`config.mk`:
```
export PLATFORM = sky130hd
export DESIGN_NAME = fp16_align_ctrl_flat
export DESIGN_NICKNAME = d
export VERILOG_FILES = /design/src/rtl/fp16_align_ctrl_if.sv /design/src/rtl/fp16_align_ctrl.sv /design/src/flat_wrapper.sv
export SDC_FILE = /design/constraint.sdc
export NUM_CORES = 1
export LEC_CHECK = 0
export CORE_ASPECT_RATIO = 1.2
export CORE_MARGIN = 2
export CORE_UTILIZATION = 50
export DETAILED_ROUTE_END_ITERATION = 16
export PLACE_DENSITY = 0.79
export SLEW_MARGIN = 10
export SYNTH_ARGS = -nofsm -noshare
export SYNTH_HDL_FRONTEND = slang
export SYNTH_SLANG_ARGS = --single-unit
export TNS_END_PERCENT = 100
```
`constraint.sdc`:
```
create_clock -name clk -period 2.1 [get_ports clk]
set_clock_uncertainty 0.1 [all_clocks]
set_input_delay 0.63 -clock clk [delete_from_list [all_inputs] [get_ports clk]]
set_output_delay 0.63 -clock clk [all_outputs]
set_load 0.005 [all_outputs]
```
`src/rtl/fp16_align_ctrl_if.sv`:
```
// Operand/result handshake bundle for fp16_align_ctrl.
// slave = alignment block side, master = the upstream/downstream environment.
interface fp16_align_ctrl_if;
  logic        in_valid;
  logic        in_ready;
  logic [15:0] in_a;
  logic [15:0] in_b;
  logic        out_valid;
  logic        out_ready;
  logic        out_big_sign;
  logic        out_small_sign;
  logic [4:0]  out_big_exp;
  logic [15:0] out_big_man;
  logic [15:0] out_small_man;
  logic [3:0]  out_shift;
  logic        out_flush;
  logic        out_eff_sub;
  logic        out_sticky;

  modport slave (
    input  in_valid, in_a, in_b, out_ready,
    output in_ready, out_valid, out_big_sign, out_small_sign, out_big_exp,
           out_big_man, out_small_man, out_shift, out_flush, out_eff_sub, out_sticky
  );

  modport master (
    output in_valid, in_a, in_b, out_ready,
    input  in_ready, out_valid, out_big_sign, out_small_sign, out_big_exp,
           out_big_man, out_small_man, out_shift, out_flush, out_eff_sub, out_sticky
  );
endinterface

```
`src/rtl/fp16_align_ctrl.sv`:
```
// FP16 add-path operand alignment: 2-stage compare/swap then shift/flush decode.
// Optional sticky generation enabled by defining FP16_ALIGN_STICKY_EN.

module fp16_unpack (
  input  logic [15:0] op,
  output logic [4:0]  eff_exp,
  output logic [15:0] man
);
  logic hid;
  assign hid     = |op[14:10];
  // Subnormals share exponent 1 with the smallest normals.
  assign eff_exp = hid ? op[14:10] : 5'd1;
  assign man     = {hid, op[9:0], 5'b0};
endmodule

module fp16_align_ctrl (
  input  logic               clk,
  input  logic               rst_n,
  fp16_align_ctrl_if.slave   bus
);
  localparam int STAGES = 2;

  typedef struct packed {
    logic        big_sign;
    logic        small_sign;
    logic [4:0]  big_exp;
    logic [15:0] big_man;
    logic [15:0] small_man;
    logic [4:0]  diff;
  } s1_t;

  typedef struct packed {
    logic        big_sign;
    logic        small_sign;
    logic [4:0]  big_exp;
    logic [15:0] big_man;
    logic [15:0] small_man;
    logic [3:0]  shift;
    logic        flush;
    logic        eff_sub;
  } s2_t;

  logic [STAGES:1]   vld_pipe;
  logic              s1_adv, s2_adv;
  s1_t               s1_d, s1_q;
  s2_t               s2_d, s2_q;

  logic [1:0][15:0]  ops;
  logic [1:0][4:0]   eff;
  logic [1:0][15:0]  man;
  logic              a_big;

  assign ops = {bus.in_b, bus.in_a};

  generate
    for (genvar i = 0; i < 2; i++) begin : g_unp
      fp16_unpack u_unp (.op(ops[i]), .eff_exp(eff[i]), .man(man[i]));
    end
  endgenerate

  // Exponent-then-mantissa magnitude order; a full tie keeps in_a as big.
  assign a_big = {eff[0], man[0]} >= {eff[1], man[1]};

  always_comb begin
    s1_d = '0;
    if (a_big) begin
      s1_d.big_sign   = ops[0][15];
      s1_d.small_sign = ops[1][15];
      s1_d.big_exp    = ops[0][14:10];
      s1_d.big_man    = man[0];
      s1_d.small_man  = man[1];
      s1_d.diff       = eff[0] - eff[1];
    end else begin
      s1_d.big_sign   = ops[1][15];
      s1_d.small_sign = ops[0][15];
      s1_d.big_exp    = ops[1][14:10];
      s1_d.big_man    = man[1];
      s1_d.small_man  = man[0];
      s1_d.diff       = eff[1] - eff[0];
    end
  end

  always_comb begin
    s2_d            = '0;
    s2_d.big_sign   = s1_q.big_sign;
    s2_d.small_sign = s1_q.small_sign;
    s2_d.big_exp    = s1_q.big_exp;
    s2_d.big_man    = s1_q.big_man;
    s2_d.flush      = s1_q.diff[4];
    s2_d.shift      = s1_q.diff[4] ? 4'd15 : s1_q.diff[3:0];
    s2_d.small_man  = s1_q.diff[4] ? 16'h0000 : s1_q.small_man;
    s2_d.eff_sub    = s1_q.big_sign ^ s1_q.small_sign;
  end

  assign s2_adv       = !vld_pipe[2] || bus.out_ready;
  assign s1_adv       = !vld_pipe[1] || s2_adv;
  assign bus.in_ready = s1_adv;

  always_ff @(posedge clk or negedge rst_n) begin
    if (!rst_n) begin
      vld_pipe <= '0;
      s1_q     <= '0;
      s2_q     <= '0;
    end else begin
      if (s1_adv)                  vld_pipe[1] <= bus.in_valid;
      if (s1_adv && bus.in_valid)  s1_q        <= s1_d;
      if (s2_adv)                  vld_pipe[2] <= vld_pipe[1];
      if (s2_adv && vld_pipe[1])   s2_q        <= s2_d;
    end
  end

`ifdef FP16_ALIGN_STICKY_EN
  logic [15:0] stk_mask;
  logic        sticky_d, sticky_q;

  // Bits below the shift point are lost; on flush the whole mantissa is lost.
  assign stk_mask = (16'h0001 << s2_d.shift) - 16'h0001;
  assign sticky_d = s2_d.flush ? |s1_q.small_man : |(s1_q.small_man & stk_mask);

  always_ff @(posedge clk or negedge rst_n) begin
    if (!rst_n)                     sticky_q <= 1'b0;
    else if (s2_adv && vld_pipe[1]) sticky_q <= sticky_d;
  end

  assign bus.out_sticky = sticky_q;
`else
  assign bus.out_sticky = 1'b0;
`endif

  assign bus.out_valid      = vld_pipe[2];
  assign bus.out_big_sign   = s2_q.big_sign;
  assign bus.out_small_sign = s2_q.small_sign;
  assign bus.out_big_exp    = s2_q.big_exp;
  assign bus.out_big_man    = s2_q.big_man;
  assign bus.out_small_man  = s2_q.small_man;
  assign bus.out_shift      = s2_q.shift;
  assign bus.out_flush      = s2_q.flush;
  assign bus.out_eff_sub    = s2_q.eff_sub;
endmodule

```
`src/flat_wrapper.sv`:
```
// flat-port wrapper written by rule: the top's interface ports become plain ports
module fp16_align_ctrl_flat 
  (clk, rst_n, bus_in_valid, bus_in_a, bus_in_b, bus_out_ready, bus_in_ready, bus_out_valid, bus_out_big_sign, bus_out_small_sign, bus_out_big_exp, bus_out_big_man, bus_out_small_man, bus_out_shift, bus_out_flush, bus_out_eff_sub, bus_out_sticky);
  fp16_align_ctrl_if bus_i ();
  input  logic clk;
  input  logic rst_n;
  input wire logic [$bits(bus_i.in_valid)-1:0] bus_in_valid;
  input wire logic [$bits(bus_i.in_a)-1:0] bus_in_a;
  input wire logic [$bits(bus_i.in_b)-1:0] bus_in_b;
  input wire logic [$bits(bus_i.out_ready)-1:0] bus_out_ready;
  output wire logic [$bits(bus_i.in_ready)-1:0] bus_in_ready;
  output wire logic [$bits(bus_i.out_valid)-1:0] bus_out_valid;
  output wire logic [$bits(bus_i.out_big_sign)-1:0] bus_out_big_sign;
  output wire logic [$bits(bus_i.out_small_sign)-1:0] bus_out_small_sign;
  output wire logic [$bits(bus_i.out_big_exp)-1:0] bus_out_big_exp;
  output wire logic [$bits(bus_i.out_big_man)-1:0] bus_out_big_man;
  output wire logic [$bits(bus_i.out_small_man)-1:0] bus_out_small_man;
  output wire logic [$bits(bus_i.out_shift)-1:0] bus_out_shift;
  output wire logic [$bits(bus_i.out_flush)-1:0] bus_out_flush;
  output wire logic [$bits(bus_i.out_eff_sub)-1:0] bus_out_eff_sub;
  output wire logic [$bits(bus_i.out_sticky)-1:0] bus_out_sticky;
  assign bus_i.in_valid = bus_in_valid;
  assign bus_i.in_a = bus_in_a;
  assign bus_i.in_b = bus_in_b;
  assign bus_i.out_ready = bus_out_ready;
  assign bus_in_ready = bus_i.in_ready;
  assign bus_out_valid = bus_i.out_valid;
  assign bus_out_big_sign = bus_i.out_big_sign;
  assign bus_out_small_sign = bus_i.out_small_sign;
  assign bus_out_big_exp = bus_i.out_big_exp;
  assign bus_out_big_man = bus_i.out_big_man;
  assign bus_out_small_man = bus_i.out_small_man;
  assign bus_out_shift = bus_i.out_shift;
  assign bus_out_flush = bus_i.out_flush;
  assign bus_out_eff_sub = bus_i.out_eff_sub;
  assign bus_out_sticky = bus_i.out_sticky;
  fp16_align_ctrl u_core (.clk(clk), .rst_n(rst_n), .bus(bus_i));
endmodule
```
Word-level counts from Yosys, hierarchy flattened
Index checks and enable logic that the tools add are counted.
{ "totals": {"reg_bits": 91, "in_bits": 36} }
{ "op_classes": {"addsub": 2, "magnitude_cmp": 1, "mux": 5, "bitwise_logic": 1, "n_reduce_logical": 8} }
{ "ops": {"columns": ["operator", "count"], "rows": [
  ["two-way mux 44 bit", 1],
  [">= comparator 21 bit", 1],
  ["two-way mux 16 bit", 1],
  ["two-way mux 5 bit", 2],
  ["OR reduction 5 bit", 2],
  ["subtractor 5 bit", 2],
  ["two-way mux 4 bit", 1],
  ["logical AND 1 bit", 2],
  ["logical NOT 1 bit", 2],
  ["logical OR 1 bit", 2],
  ["XOR 1 bit", 1]
]} }

Depth between registers and ports, before layout
Gate-level depths: netlist of the first run.
{ "depth": {"word_depth": 4, "mapped_depth": 13} }

Cells and area by module
A second synthesis of the first run with hierarchy kept.
{ "hier_totals": {"cells_unflattened": 557, "hier_area_um2": 5163.7} }
{ "modules_own_cells": {"columns": ["module", "n_inst", "cells_per_inst", "area_each_um2", "seq_area_each_um2"], "rows": [
  ["fp16_align_ctrl", 1, 509, 4835.9, 2277.2],
  ["fp16_unpack", 2, 24, 163.9, 0.0]
]} }

Worst setup path after synthesis of the first run
Ideal clock, no wire load.
{ "synth_timing": {"path_kind": "in2reg", "start": "in bus_in_b[10]", "end": "reg u_core.s1_q[36] in the netlist's numbering", "arrival_ps": 3178, "t_required_ps": 1924, "slack_ps": -1254, "cell_stages": 12, "n_path_buf": 1, "path_cell_list": "or4_1 nor2_1 or2_2 inv_1 ha_1 a21oi_1 o21ai_0 a221oi_4 o21a_1 buf_6 mux2_2 o21ai_1"} }
{ "synth_between": {"elab_chain_len": 4} }
{ "synth_lines": {"columns": ["item", "line_no", "text"], "rows": [
  ["from (decl)", "flat_wrapper.sv:9", "input wire logic [$bits(bus_i.in_b)-1:0] bus_in_b;"],
  ["OR reduction 5 bit", "fp16_align_ctrl.sv:10", "assign hid = |op[14:10];"],
  ["two-way mux 5 bit", "fp16_align_ctrl.sv:12", "assign eff_exp = hid ? op[14:10] : 5'd1;"],
  [">= comparator 21 bit", "fp16_align_ctrl.sv:62", "assign a_big = {eff[0], man[0]} >= {eff[1], man[1]};"],
  ["two-way mux 44 bit *", "fp16_align_ctrl.sv:66", "if (a_big) begin"],
  ["to (signal assigned)", "fp16_align_ctrl.sv:102", "s1_q <= '0;"],
  ["to (signal assigned)", "fp16_align_ctrl.sv:106", "if (s1_adv && bus.in_valid) s1_q <= s1_d;"],
  ["to (decl)", "fp16_align_ctrl.sv:45", "s1_t s1_d, s1_q;"]
]} }
Mark *: on every way between the ends. The rest lies on a longest branch, timed or not.
A chain may end at the register's enable or synchronous reset.

Worst setup path in the final report of the first run
{ "layout_timing": {"start": "in bus_in_a[12]", "end": "reg u_core.s1_q[36] in the netlist's numbering"} }
{ "layout_between": {"elab_chain_len": 4} }
{ "layout_lines": {"columns": ["item", "line_no", "text"], "rows": [
  ["from (decl)", "flat_wrapper.sv:8", "input wire logic [$bits(bus_i.in_a)-1:0] bus_in_a;"],
  ["OR reduction 5 bit", "fp16_align_ctrl.sv:10", null],
  ["two-way mux 5 bit", "fp16_align_ctrl.sv:12", null],
  [">= comparator 21 bit", "fp16_align_ctrl.sv:62", null],
  ["two-way mux 44 bit *", "fp16_align_ctrl.sv:66", null]
]} }
Marked as above.

==> run metrics, run 1 <==
run status complete, but fails checks; violated checks negative setup slack; Root Driver clkbuf_8; Initial Utilization 51.07%; Leakage 0.002567 uW; # setup viols final 33; ys async rst share between 90% and 100%; Critical Path RT around 2.3 ns; peak supply drop around 0.49 mV; Yosys top cell area share a little under half; CTS H-tree lvls 3; die height 100.4 um; max-slew violations 0; clk sinks 71; diodes inserted 0; layout cells sized above 1 26.81%; final hold vios 0; vias per cell about 5.1; reg2reg end u_core.s1_q[0]$_DFFE_PN0P_; Worst-Skew Late Latency approximately 0.35 ns; initial antenna violation count 0; Reg area between 1500 and 2000 um2; Layout Utilization between 70% and 80%; num ports 84; die area ~8500 um2; fillers about 540; pwr dens about 790 nW/um2; Hold Buf Count CTS 0; Pre-Repair DR Iteration Count 4; Fin Hold WS about 0.17 ns; Post-synth top cells dfrtp_1 (71), nand2_1 (65), o21ai_0 (36); PnR worst setup slack -0.9266 ns; gr ovfl total 0; Starting DRT DRC Count 162; Critical Path End u_core.s1_q[36]$_DFFE_PN0P_; register bit total from synthesis 71; Register-to-Register Path Depth 6; Post-synth EDFFs 0; worst-path fanout max 5; final WL roughly 9.6 mm; Tcrit/Tclk final 144.1%; Cell variety after synth between 40 and 50; Reg-to-Reg Start u_core.vld_pipe[1]$_DFFE_PN0N_; RSZ-0062 raised after global routing yes; area leader, netlist dfrtp_1; Setup CP Type in2reg; Num CTS Buffers 9; number of global-route vias before repair between 3000 and 4000; DRC Markers 0; CP Launch Type input port; via count between 3000 and 4000; gpl congestion between 0.8 and 0.9; Tot GR Track Use 23.34%; prevailing post-synth register cell dfrtp_1; CP endpoint kind flop; post-synthesis sequential area ratio between 40% and 50%; overall power approximately 4300 uW; Syn Area/Cell just under 10 um2; HPWL after DPL 6.690 mm; max_cap viols 0; Final ANT Viol Nets 0; top cells by area, synth dfrtp_1 (46%), ha_1 (6.8%), nand2_1 (6.3%); setup TNS -27.22 ns; TritonCTS clock tree built; wire per inst 15.52 um; most frequent cell after synthesis dfrtp_1; Syn Inst Count a little under 400; f_max ~0.33 GHz; maximum buffer depth of the clock tree 2; Crit. Startpoint bus_in_a[12]; footprint of the multi-input gates between 1500 and 2000 um2; Area after DPL ~5100 um2; area of the mapped netlist about 3900 um2; reg2reg setup slack approximately 0.67 ns; minimum clock period a little over 3 ns; number of buffers added on ports around 70; Die Wd between 80 and 90 um; Nets 581; # rows 35; fin area 5458 um2; Data arrival, critical path around 3.2 ns; first-pass GRT wire length roughly 16 mm; Core ar. approximately 7600 um2; Worst Hold Class in2async; largest net degree at the start of global routing 72; YS warnings 0; Clock transition at path regs roughly 0.080 ns; P&R area growth vs syn 41.07%
## registers in the layout, indices dropped and copies added, names as in the netlist
name                       count
u_core.bus.out_big_man        11
u_core.s1_q                   34
u_core.bus.out_eff_sub         1
u_core.bus.out_small_man      11
u_core.bus.out_big_exp         5
u_core.bus.out_big_sign        1
u_core.bus.out_small_sign      1
u_core.bus.out_flush           1
u_core.bus.out_shift           4
u_core.vld_pipe                2
## final cells by class
type	instances	area share, %
repair buffers	143	24.90
clock inverters	6	1.146
clock buffers	9	2.270
well taps	92	2.109
multi-input cells	273	35.33
inverters	24	1.696
flip-flops and latches	71	32.55
## kinds of logic (layout without fill, tap and decap cells)
family,Yosys count,in the layout,synth area share (%)
and+or+nand+nor,122,122,14.72
DFF,71,71,45.92
buffers and inverters,62,182,8.215
xor gates and xnor gates,1,1,0.2264
other,1,11,0.09693
AOI/OAI and AO/OA,80,80,13.00
muxes,36,36,9.994
adders and majority gates,23,23,7.827
## power by group
group	switching [uW]	internal, uW
Sequential	180	1670
Combinational	563	846
Clock	530	540
## per-layer routing
layer / up-vias / part of all wire [%] / wire length [um] / track usage (%)
met5: - / 0 / 0 / 0
met4: 0 / 2.0 / 196 / 7.816
met3: 18 / 3.9 / 378 / 4.688
met2: 78 / 51 / 4923 / 40.29
met1: 1513 / 43 / 4091 / 29.38
li1: 1561 / - / - / -
## per-stage QoR
step / worst slack, ns / cells
finish: -0.9266 / 618
global route: -0.9972 / 618
CTS: -0.8657 / 615
detailed placement: -1.610 / 592
global placement: -1.507 / 592
floorplan: -1.068 / 406
## worst min path at each step
stage	from	end	slack, ns	cells after the start
detailed placement	u_core.bus.out_small_man[6]$_DFFE_PN0P_	u_core.bus.out_small_man[6]$_DFFE_PN0P_	0.37	2
floorplan	rst_n	u_core.bus.out_big_exp[0]$_DFFE_PN0P_	0.23	0
finish	rst_n	u_core.s1_q[36]$_DFFE_PN0P_	0.17	2
global route	rst_n	u_core.s1_q[36]$_DFFE_PN0P_	0.22	2
CTS	rst_n	u_core.s1_q[36]$_DFFE_PN0P_	0.21	2
global placement	u_core.bus.out_small_man[12]$_DFFE_PN0P_	u_core.bus.out_small_man[12]$_DFFE_PN0P_	0.36	2
## worst max-delay path, cell delays in order
cell      delay [ns]
buf_6           0.09
or4_4           0.55
nor2_4          0.15
or2_4           0.15
ha_4            0.21
and4_1          0.17
and2_4          0.16
a221oi_4        0.29
o21a_4          0.22
buf_12          0.13
mux2_4          0.31
o21ai_2         0.13
## layout by cell type (no fill, tap or decap), types with 2 or more instances in the layout
cell type | netlist | layout
o21ai_2 | 0 | 3
a21o_1 | 5 | 5
or2_4 | 0 | 2
a21oi_1 | 4 | 3
a211oi_1 | 2 | 2
mux2_2 | 21 | 20
buf_6 | 3 | 6
nor2_1 | 21 | 19
o21ai_0 | 36 | 21
a31oi_1 | 15 | 14
or4_4 | 0 | 2
dlygate4sd2_1 | 0 | 2
mux2i_1 | 15 | 13
ha_1 | 21 | 18
nand4b_1 | 2 | 2
buf_4 | 12 | 59
clkbuf_8 | 0 | 9
o21ai_1 | 3 | 15
conb_1 | 1 | 11
nor3b_1 | 2 | 2
buf_12 | 1 | 6
nand2b_1 | 17 | 17
ha_4 | 0 | 2
clkdlybuf4s50_1 | 0 | 59
nand2_1 | 65 | 63
nor2_4 | 0 | 2
o211ai_1 | 9 | 9
inv_1 | 24 | 23
clkinv_2 | 0 | 3
clkinv_4 | 0 | 2
nor2b_1 | 4 | 4
buf_2 | 1 | 6
dfrtp_1 | 71 | 71
## timing repair
| action | in CTS | in global routing |
|---|---|---|
| pin swaps | 15 | 20 |
| setup endpoints to repair | 35 | 34 |
| cloned | 2 | 1 |
| setup buffers | 6 | 3 |
| resized for setup | 62 | 16 |
Note: power is estimated with default switching activity, not from simulation.
==> inputs of run 2 (changes only) <==
--- a/config.mk
+++ b/config.mk
@@ -5,6 +5,7 @@
 export SDC_FILE = /design/constraint.sdc
 export NUM_CORES = 1
 export LEC_CHECK = 0
+export ABC_AREA = 1
 export CORE_ASPECT_RATIO = 1.2
 export CORE_MARGIN = 2
 export CORE_UTILIZATION = 50
==> run 2 against run 1 <==
- the run still ends with negative setup slack left
- largest power group unchanged
- via count increased by 32%
- flip-flop and latch count did not move
- cell area rose by 12%
- maximum frequency up 16%
- non-clock buffer count unchanged
- largest cell class unchanged
==> run metrics, run 2 <==
area leader, netlist dfrtp_1; most frequent cell after synthesis nand2_1; fillers 406 (-24%); peak supply drop 0.7033 mV (+44%); final hold vios 0 (unchanged); # setup viols final 33 (unchanged); die area 8612 um2 (+1.8%); via count 4175 (+32%); GR Util met2 44.17% (+3.9 points); PnR worst setup slack -0.5077 ns (+0.4189 ns); Data arrival, critical path 2.75 ns (-0.45 ns); footprint of the multi-input gates 2427 um2 (+26%); # rows 35 (unchanged); worst slack at placement -1.098 ns (+0.5112 ns); CP max stage delay 0.33 ns (-0.22 ns); gpl congestion 0.8533 (+0.14%); f_max 0.3835 GHz (+16%); Nets 682 (+17%); Yosys top cell area share 45.08% (-0.85 points); TritonCTS clock tree built; Cell variety after synth 28 (-32%); number of global-route vias before repair 3871 (+21%); Root Driver clkbuf_8; Reg area 1777 um2 (unchanged); M1 GR Usage 35.39% (+6.0 points); first-pass GRT wire length 18.70 mm (+20%); Worst-Skew Late Latency 0.35 ns (about the same); Clock transition at path regs 0.08 ns (about the same); Reg-to-Reg Start u_core.vld_pipe[2]$_DFFE_PN0P_; clk sinks 71 (unchanged); Hold Buf Count CTS 0 (unchanged); RSZ-0062 raised after global routing yes; die height 101.3 um (+0.90%); post-synthesis sequential area ratio 45.08% (-0.85 points); reg2reg end u_core.s1_q[4]$_DFFE_PN0P_; Final ANT Viol Nets 0 (unchanged); Starting DRT DRC Count 367 (+130%); Num CTS Buffers 9 (unchanged); Leakage 0.003136 uW (+22%); Register-to-Register Path Depth 7 (+1); CP Launch Type input port; minimum clock period 2.608 ns (-0.4189 ns); worst-path fanout max 8 (+3); final WL 13.26 mm (+38%); run status complete, but fails checks; Pre-Repair DR Iteration Count 6 (+2); Initial Utilization 51.43% (+0.36 points); GR Util met3 4.319% (-0.37 points); maximum buffer depth of the clock tree 2 (unchanged); Area after DPL 5049 um2 (-0.35%); prevailing post-synth register cell dfrtp_1; placed insts 679 (+15%); max reg flops 34 (unchanged); crit-path cells buf_12, inv_16, nand2_4, nor4_4, inv_2, buf_6, ha_4, nand4_1, nor3_2, nand2_4, buf_12, nand2_8, nand2_1, nand3_1, nand2_1; Tcrit/Tclk final 124.2% (-20 points); P&R area growth vs syn 55.17%; violated checks negative setup slack; Core ar. 7664 um2 (+1.2%); largest net degree at the start of global routing 72 (unchanged); DRC Markers 0 (unchanged); CTS H-tree lvls 3 (unchanged); Syn Inst Count 497 (+26%); pwr dens 807.4 nW/um2 (+1.9%); ys async rst share 100.0% (unchanged); Tot GR Track Use 27.36% (+4.0 points); wire per inst 18.42 um (+19%); most flop-heavy register u_core.s1_q; Post-synth top cells nand2_1 (186), dfrtp_1 (71), nand3_1 (69); Worst Hold Class in2async; number of buffers added on ports 72 (unchanged); top cells by area, synth dfrtp_1 (45%), nand2_1 (18%), nand3_1 (8.8%); Post-synth EDFFs 0 (unchanged); Syn Area/Cell 7.930 um2 (-19%); Setup CP Type in2reg; max-slew violations 0 (unchanged); YS warnings 0 (unchanged); HPWL after DPL 6.803 mm (+1.7%); initial antenna violation count 0 (unchanged); layout cells sized above 1 34.55% (+7.7 points); vias per cell 5.799 (+13%); diodes inserted 0 (unchanged); CP endpoint kind flop; area of the mapped netlist 3941 um2 (+1.9%); reg2reg setup slack 0.66 ns (about the same); num ports 84 (unchanged); fin area 6116 um2 (+12%); gr ovfl total 0 (unchanged); GRT busiest layer met2; Critical Path Slowest Stage Cell nor4_4; Die Wd 85.05 um (+0.89%); register bit total from synthesis 71 (unchanged); commonest non-fill, non-tap cells in the layout nand2_1 (153), dfrtp_1 (71), clkdlybuf4s50_1 (60); most common cell after layout, fill and taps aside nand2_1; max_cap viols 0 (unchanged); Critical Path RT 2.24 ns (-0.03 ns); Post-Layout Cell Count 720 (+17%)
[run 2: cell types whose count changed after synthesis, sizes merged, moves of 9 or more]
cell / change
nand2: +124
mux2i: -15
nand3: +69
a22o: +11
mux2: -21
buf: +9
nand2b: -17
o211ai: -9
a31oi: -14
nor2: -10
o21ai: -32
inv: +26
[run 2: through the flow]
stage | utilization, % | hold WS (ns) | TNS (ns) | total power [uW]
CTS | 75.07 | 0.2018 | -12.66 | 4731
global placement | 65.88 | 0.3507 | -33.69 | 3425
global route | 79.80 | 0.2174 | -14.97 | 5175
detailed placement | 65.88 | 0.3528 | -35.65 | 3498
floorplan | - | 0.2344 | -11.83 | 2674
finish | 79.80 | 0.1868 | -13.85 | 4938
[run 2: area by class of cell]
type | count | share of cell area (%)
Clock buffer | 10 | 2.087
Clock inverter | 6 | 1.002
Inverter | 50 | 3.519
Multi-Input combinational cell | 348 | 39.69
Sequential cell | 71 | 29.05
Tap cell | 92 | 1.882
Timing Repair Buffer | 143 | 22.77
[run 2: power breakdown]
group | switching, uW | total (uW) | internal (uW)
Sequential | 250 | 1980 | 1730
Combinational | 912 | 1890 | 980
Clock | 519 | 1060 | 544
[run 2: what timing repair did]
action                     in CTS  in global routing
pin swaps                      54                 43
setup endpoints to repair      34                 33
buffers inserted               13                  8
resized for setup              85                103
cloned                          7                  1
[run 2: worst max-delay path by stage]
| stage | depth (start not counted) | slack [ns] | from | to |
|---|---|---|---|---|
| 4_1_cts | 18 | -0.40 | bus_in_b[11] | u_core.s1_q[13]$_DFFE_PN0P_ |
| 5_1_grt | 15 | -0.54 | bus_in_a[11] | u_core.s1_q[42]$_DFFE_PN0P_ |
| 6_report | 15 | -0.51 | bus_in_a[11] | u_core.s1_q[42]$_DFFE_PN0P_ |
| 3_3_place_gp | 16 | -1.03 | bus_in_a[11] | u_core.s1_q[27]$_DFFE_PN0P_ |
| 3_5_place_dp | 16 | -1.10 | bus_in_a[11] | u_core.s1_q[14]$_DFFE_PN0P_ |
| 2_1_floorplan | 15 | -0.39 | bus_in_a[11] | u_core.s1_q[10]$_DFFE_PN0P_ |
[run 2: metal layers]
layer,up-vias,wire length [um]
li1,1795,-
met1,1997,5139
met2,300,6331
met3,83,1088
met4,0,700
met5,-,0
[run 2: critical path: cells and delay by family]
family	cells	cell delay, ns
buffers and inverters	5	0.55
and+or+nand+nor	9	1.27
adders and majority gates	1	0.26
[run 2: kinds of logic after synthesis]
group	Yosys count	share of synthesized area (%)
AO/OA/AOI/OAI	32	5.937
buffers and inverters	91	11.02
adder cells (fa/ha/maj)	23	7.683
other	1	0.09515
AND/OR/NAND/NOR	273	28.86
flip-flops	71	45.08
XOR/XNOR	6	1.333
